==> src/rtl/l2_data_ram_arb.sv <==
// Arbiter/sequencer for a simple-dual-port L2 data array: zero-fills the array after
// reset, then round-robin arbitrates the read and write ports between refill (0) and core (1).
module l2_data_ram_arb #(
  parameter int ADDR_W = 10,
  parameter int DATA_W = 256,
  parameter int STRB_W = 32
) (
  input  logic                  clk_i,
  input  logic                  rst_i,
  input  logic [1:0]            req_valid_i,
  output logic [1:0]            req_ready_o,
  input  logic [1:0]            req_we_i,
  input  logic [2*ADDR_W-1:0]   req_addr_i,
  input  logic [2*DATA_W-1:0]   req_wdata_i,
  input  logic [2*STRB_W-1:0]   req_strob_i,
  output logic [1:0]            rsp_valid_o,
  output logic [DATA_W-1:0]     rsp_data_o,
  output logic                  init_done_o,
  output logic                  ram_we_o,
  output logic [ADDR_W-1:0]     ram_waddr_o,
  output logic [DATA_W-1:0]     ram_wdata_o,
  output logic [STRB_W-1:0]     ram_wstrob_o,
  output logic                  ram_re_o,
  output logic [ADDR_W-1:0]     ram_raddr_o,
  input  logic [DATA_W-1:0]     ram_rdata_i
);

  typedef enum logic {
    ST_INIT,
    ST_RUN
  } state_e;

  state_e              state_q, state_d;
  logic [ADDR_W-1:0]   init_cnt_q, init_cnt_d;
  logic                wr_rr_q, wr_rr_d;
  logic                rd_rr_q, rd_rr_d;
  logic [1:0]          rsp_valid_q, rsp_valid_d;
  logic                init_done_q, init_done_d;

  logic [ADDR_W-1:0]   addr0, addr1;
  logic [1:0]          wr_cand, rd_cand;
  logic                wr_any, rd_any;
  logic                wr_sel, rd_sel;
  logic [ADDR_W-1:0]   wr_addr, rd_addr;
  logic                hazard, run;
  logic                wr_go, rd_go;
  logic [1:0]          wr_gnt, rd_gnt;

  assign addr0 = req_addr_i[ADDR_W-1:0];
  assign addr1 = req_addr_i[2*ADDR_W-1:ADDR_W];

  always_comb begin
    wr_cand = req_valid_i & req_we_i;
    rd_cand = req_valid_i & ~req_we_i;
    wr_any  = |wr_cand;
    rd_any  = |rd_cand;
    wr_sel  = (wr_cand == 2'b11) ? wr_rr_q : wr_cand[1];
    rd_sel  = (rd_cand == 2'b11) ? rd_rr_q : rd_cand[1];
    wr_addr = wr_sel ? addr1 : addr0;
    rd_addr = rd_sel ? addr1 : addr0;
    // A same-address read stalls behind the write so it sees the new data next cycle.
    hazard  = wr_any & rd_any & (wr_addr == rd_addr);
    run     = (state_q == ST_RUN) & rst_i;
    wr_go   = run & wr_any;
    rd_go   = run & rd_any & ~hazard;
    wr_gnt  = wr_go ? {wr_sel, ~wr_sel} : 2'b00;
    rd_gnt  = rd_go ? {rd_sel, ~rd_sel} : 2'b00;
  end

  assign req_ready_o = wr_gnt | rd_gnt;

  always_comb begin
    state_d      = state_q;
    init_cnt_d   = init_cnt_q;
    wr_rr_d      = wr_rr_q;
    rd_rr_d      = rd_rr_q;
    rsp_valid_d  = rd_gnt;
    init_done_d  = init_done_q;
    ram_we_o     = 1'b0;
    ram_waddr_o  = wr_addr;
    ram_wdata_o  = wr_sel ? req_wdata_i[2*DATA_W-1:DATA_W] : req_wdata_i[DATA_W-1:0];
    ram_wstrob_o = wr_sel ? req_strob_i[2*STRB_W-1:STRB_W] : req_strob_i[STRB_W-1:0];
    ram_re_o     = 1'b0;
    ram_raddr_o  = rd_addr;

    unique case (state_q)
      ST_INIT: begin
        ram_we_o     = rst_i;
        ram_waddr_o  = init_cnt_q;
        ram_wdata_o  = '0;
        ram_wstrob_o = '1;
        init_cnt_d   = init_cnt_q + 1'b1;
        if (init_cnt_q == '1) begin
          state_d     = ST_RUN;
          init_done_d = 1'b1;
        end
      end
      ST_RUN: begin
        ram_we_o = wr_go;
        ram_re_o = rd_go;
        if (wr_go && (wr_cand == 2'b11)) wr_rr_d = ~wr_sel;
        if (rd_go && (rd_cand == 2'b11)) rd_rr_d = ~rd_sel;
      end
      default: state_d = ST_INIT;
    endcase
  end

  always_ff @(posedge clk_i) begin
    if (!rst_i) begin
      state_q     <= ST_INIT;
      init_cnt_q  <= '0;
      wr_rr_q     <= 1'b0;
      rd_rr_q     <= 1'b0;
      rsp_valid_q <= '0;
      init_done_q <= 1'b0;
    end else begin
      state_q     <= state_d;
      init_cnt_q  <= init_cnt_d;
      wr_rr_q     <= wr_rr_d;
      rd_rr_q     <= rd_rr_d;
      rsp_valid_q <= rsp_valid_d;
      init_done_q <= init_done_d;
    end
  end

  // Reset masks a pending response immediately so in-flight read data is dropped.
  assign rsp_valid_o = rsp_valid_q & {2{rst_i}};
  assign rsp_data_o  = ram_rdata_i;
  assign init_done_o = init_done_q;

endmodule

==> config.mk <==
export PLATFORM = sky130hd
export DESIGN_NAME = l2_data_ram_arb
export DESIGN_NICKNAME = d
export VERILOG_FILES = /design/src/rtl/l2_data_ram_arb.sv
export SDC_FILE = /design/constraint.sdc
export NUM_CORES = 1
export LEC_CHECK = 0
export ABC_AREA = 1
export CAP_MARGIN = 40
export CORE_AREA = 4 4 553 555
export CTS_BUF_LIST = sky130_fd_sc_hd__clkbuf_4 sky130_fd_sc_hd__clkbuf_8
export CTS_CLUSTER_DIAMETER = 80
export DETAILED_ROUTE_END_ITERATION = 6
export DIE_AREA = 0 0 557 559
export PLACE_DENSITY = 0.3
export SYNTH_ARGS = -nofsm -noshare
export SYNTH_HDL_FRONTEND = slang
export SYNTH_SLANG_ARGS = --single-unit
==> constraint.sdc <==
create_clock -name clk_i -period 3.2 [get_ports clk_i]
set_clock_uncertainty 0.15 [all_clocks]
set_input_delay 0.64 -clock clk_i [delete_from_list [all_inputs] [get_ports clk_i]]
set_output_delay 0.64 -clock clk_i [all_outputs]
set_load 0.05 [all_outputs]
==> impl_results.html <==
<table>
<tr><th>Metric</th><th>Value</th></tr>
<tr><th colspan="2">Worst setup path</th></tr>
<tr><td>Delay of the slowest critical-path stage</td><td>between 300 and 400 ps</td></tr>
<tr><td>Crit Path Class</td><td>in2out</td></tr>
<tr><td>Standard cell with the maximum stage delay on the critical path</td><td>nor2_2</td></tr>
<tr><td>Category of the worst setup path launch point</td><td>primary input</td></tr>
<tr><td>Max Fanout on Critical Path</td><td>13</td></tr>
<tr><td>Most frequent cell on the critical path</td><td>buf_16</td></tr>
<tr><td>Cell-by-cell listing of the critical path</td><td>buf_2 -&gt; nand3_4 -&gt; nand2_8 -&gt; buf_16 -&gt; buf_16 -&gt; buf_16 -&gt; o21ai_0 -&gt; nor2_2 -&gt; buf_4 -&gt; buf_12</td></tr>
<tr><td>CP delay by family, top</td><td>buffers and inverters</td></tr>
<tr><td>CP Data Required Time</td><td>between 2000 and 2500 ps</td></tr>
<tr><td>CP Data Arrival Time</td><td>around 2400 ps</td></tr>
<tr><td>Number of buffers and inverters on the critical path</td><td>6</td></tr>
<tr><td>CP endpoint kind</td><td>output pin</td></tr>
<tr><td>Worst R2R Setup Slack</td><td>between 900 and 1000 ps</td></tr>
<tr><th colspan="2">STA</th></tr>
<tr><td>Period utilization</td><td>99.8%</td></tr>
<tr><td>Pin slew with the least headroom to its limit</td><td>just under 600 ps</td></tr>
<tr><td>FMAX</td><td>313 MHz</td></tr>
<tr><td>Worst slew slack as a fraction of its limit</td><td>about three fifths</td></tr>
<tr><td>Unrepaired setup endpoints after global routing</td><td>true</td></tr>
<tr><td>Minimum clock period</td><td>roughly 3200 ps</td></tr>
<tr><td>Hold Vio Cnt, Final</td><td>0</td></tr>
<tr><td>Max-slew violation total from the final report</td><td>0</td></tr>
<tr><td>Setup violators final</td><td>0</td></tr>
<tr><td>Total Neg Setup Slack</td><td>0 ps</td></tr>
<tr><td>Final Worst Setup Slack</td><td>6.96 ps</td></tr>
<tr><th colspan="2">Layout</th></tr>
<tr><td>Leading cell types in the layout, fill and taps excluded</td><td>clkdlybuf4s50_1 (591), nor2_1 (482), buf_12 (324)</td></tr>
<tr><td>NumNets Final</td><td>a little over 3,000</td></tr>
<tr><td>Proportion of layout cells with a drive suffix above 1</td><td>roughly 26%</td></tr>
<tr><td>Commonest non-fill, non-tap cell in the layout</td><td>clkdlybuf4s50_1</td></tr>
<tr><td>Fin cells</td><td>about 6,300</td></tr>
<tr><td>Filler cell count in the final layout</td><td>between 30,000 and 40,000</td></tr>
<tr><td>Area overhead of the layout relative to synthesis</td><td>233%</td></tr>
<tr><th colspan="2">Yosys</th></tr>
<tr><td>Post-synthesis share of cell area spent on xor and xnor gates</td><td>0%</td></tr>
<tr><td>Synth Instances</td><td>approximately 1,500</td></tr>
<tr><td>Mapped Avg Cell Area</td><td>4.95 sq um</td></tr>
<tr><td>Seq cells post-synth</td><td>16</td></tr>
<tr><td>Share of synthesized area spent on multiplexers</td><td>0%</td></tr>
<tr><td>Sequential element share of the synthesized area</td><td>about 4.3%</td></tr>
<tr><td>Synthesis warning total</td><td>0</td></tr>
<tr><td>Syn nets</td><td>~2,400</td></tr>
<tr><td>Count of distinct cell types in the synthesized netlist</td><td>27</td></tr>
<tr><td>Complex-gate fraction of the synthesized area</td><td>approximately a fifth</td></tr>
<tr><td>Largest family of logic cells by synthesized area</td><td>simple AND/OR/NAND/NOR gates</td></tr>
<tr><td>Synth Cell Area</td><td>roughly 7400 sq um</td></tr>
<tr><td>Area share of fa/ha/maj cells after synthesis</td><td>less than 1%</td></tr>
<tr><td>Fraction of the mapped netlist area in simple logic gates</td><td>between 40% and 50%</td></tr>
<tr><th colspan="2">Worst hold path</th></tr>
<tr><td>Type of the tightest min-delay check</td><td>reg2reg</td></tr>
<tr><th colspan="2">Global routing</th></tr>
<tr><td>Total gr overflow</td><td>0</td></tr>
<tr><td>Initial antenna violation count</td><td>between 150 and 200</td></tr>
<tr><td>Vias in the first global route</td><td>between 10,000 and 15,000</td></tr>
<tr><td>First-pass GRT wire length</td><td>251,000 um</td></tr>
<tr><td>Maximum number of pins on one net before global-route repair</td><td>84</td></tr>
<tr><td>Gr usage total</td><td>a little over an eighth</td></tr>
<tr><th colspan="2">Route</th></tr>
<tr><td>Antenna viol nets, final</td><td>0</td></tr>
<tr><td>Via total after detailed routing</td><td>about 14,000</td></tr>
<tr><td>Detailed Routing Iterations Pass 1</td><td>5</td></tr>
<tr><td>Number of violations reported at the end of detailed-routing iteration 0</td><td>approximately 800</td></tr>
<tr><td>Final routed DRC violation total</td><td>0</td></tr>
<tr><td>Final routed wire length divided by cell count</td><td>35.0 um</td></tr>
<tr><td>DRT Wirelength</td><td>around 220,000 um</td></tr>
<tr><td>Vias per cell</td><td>2.25</td></tr>
<tr><th colspan="2">Placed design</th></tr>
<tr><td>Half-perimeter wire length of the detailed placement result</td><td>206,000 um</td></tr>
<tr><td>Gp weighted congestion</td><td>0.845</td></tr>
<tr><td>Post-Place Cells</td><td>6,183</td></tr>
<tr><td>Worst slack after detailed placement</td><td>-888 ps</td></tr>
<tr><td>Number of I/O port buffers</td><td>a little over 900</td></tr>
<tr><th colspan="2">Die</th></tr>
<tr><td>Area of the placeable core</td><td>302,000 sq um</td></tr>
<tr><td>Die ar.</td><td>roughly 310,000 sq um</td></tr>
<tr><td>Overall die width</td><td>557 um</td></tr>
<tr><td>Initial Utilization</td><td>around 2.5%</td></tr>
<tr><td>Std cell rows</td><td>a little over 200</td></tr>
<tr><td>Top-level I/O count</td><td>roughly 1,400</td></tr>
<tr><td>Die outline height</td><td>between 500 and 600 um</td></tr>
<tr><th colspan="2">Clock tree</th></tr>
<tr><td>Max H-tree Level</td><td>1</td></tr>
<tr><td>Insertion delay to the later sink of the worst-skew pair</td><td>~250 ps</td></tr>
<tr><td>Clock-pin slew on the worst setup and hold paths</td><td>70 ps</td></tr>
<tr><td>Clock sinks</td><td>16</td></tr>
<tr><td>CTS tree</td><td>yes</td></tr>
<tr><td>CTS Root Cell</td><td>clkbuf_8</td></tr>
<tr><td>CTS Buffer Depth</td><td>2</td></tr>
<tr><td>Number of buffers created by CTS</td><td>3</td></tr>
<tr><th colspan="2">Flow run</th></tr>
<tr><td>Maximum capacitance violations</td><td>0</td></tr>
<tr><th colspan="2">Pwr</th></tr>
<tr><td>Worst ir drop on vdd</td><td>roughly 110 uV</td></tr>
<tr><td>Leakage power summed over all cells</td><td>~8.3 nW</td></tr>
<tr><td>Total power per unit cell area</td><td>just under 80 nW/um^2</td></tr>
<tr><th colspan="2">Run status</th></tr>
<tr><td>Run status</td><td>complete, no violations</td></tr>
</table>
-- final timing paths --
path                       from  cells past startpoint               end
setup / recovery    req_we_i[0]                     10  ram_wdata_o[185]
hold / removal    init_cnt_q[8]                      1     init_cnt_q[8]
setup reg to reg        state_q                      8     init_cnt_q[9]
hold reg to reg   init_cnt_q[8]                      1     init_cnt_q[8]
-- through the flow --
stage               total power, W  area, sq um  utilization (%)  hold WS, ps
floorplan                  0.00142         7430                -          305
global placement           0.00165        23700             7.86          323
detailed placement         0.00165        23700             7.87          333
CTS                        0.00195        24400             8.10          354
global route               0.00206        24600             8.17          372
finish                     0.00194        24700             8.19          351
-- flip-flops by register name, indices dropped and copies added, names as in the netlist --
| signal | flops |
|---|---|
| init_cnt_q | 10 |
| init_done_o | 1 |
| rd_rr_q | 1 |
| rsp_valid_q | 2 |
| state_q | 1 |
| wr_rr_q | 1 |
-- synthesized netlist by cell type (all sizes together) --
master,n,share of area (%)
nor3,5,0.34
nor4,1,0.084
dfxtp,16,4.3
nor3b,2,0.27
or4,1,0.10
a21oi,7,0.47
ha,1,0.17
o22ai,2,0.17
nand3b,4,0.41
buf,280,28
inv,44,2.2
clkbuf,81,4.1
nor2,533,27
o21ai,278,19
nand4,2,0.17
nand2,178,9.1
nand3,62,4.3
-- power by group --
| group | switching [W] | total [W] | internal (W) | leakage [nW] |
|---|---|---|---|---|
| clock network | 0.0000770 | 0.000186 | 0.000109 | 0.0291 |
| registers | 0.00000294 | 0.000204 | 0.000201 | 0.130 |
| logic | 0.000597 | 0.00155 | 0.000949 | 8.15 |
-- routing by layer --
layer	vias up	share of wire, %	GRT usage, %
met4	150	1.9	1.71
met3	368	22	13.3
met5	-	0.56	0.525
li1	6029	-	-
met2	1414	45	22.1
met1	6138	30	11.9
-- layout make-up --
type / instances / area (sq um) / share of cell area, %
antenna: 56 / 140 / 0.568
multi-input combinational: 1077 / 4860 / 19.7
inverter: 44 / 181 / 0.735
sequential: 16 / 324 / 1.31
tap: 3978 / 4980 / 20.2
timing repair buffer: 1092 / 14100 / 57.3
clock buffer: 4 / 55.1 / 0.223
-- what timing repair did --
item / CTS / global route
hold buffers: 0 / 0
buffers inserted: 12 / 3
endpoints found under the hold margin: 0 / 0
setup endpoints to repair: 299 / 4
resized for setup: 122 / 26
pin swaps: 21 / 18
cloned: 9 / 0
-- cells by family after synthesis --
logic type,after synthesis
DFF,16
and+or+nand+nor,788
adders and majority gates,1
AOI/OAI and AO/OA,287
buffers and inverters,405
(Power assumes the default switching activity.)
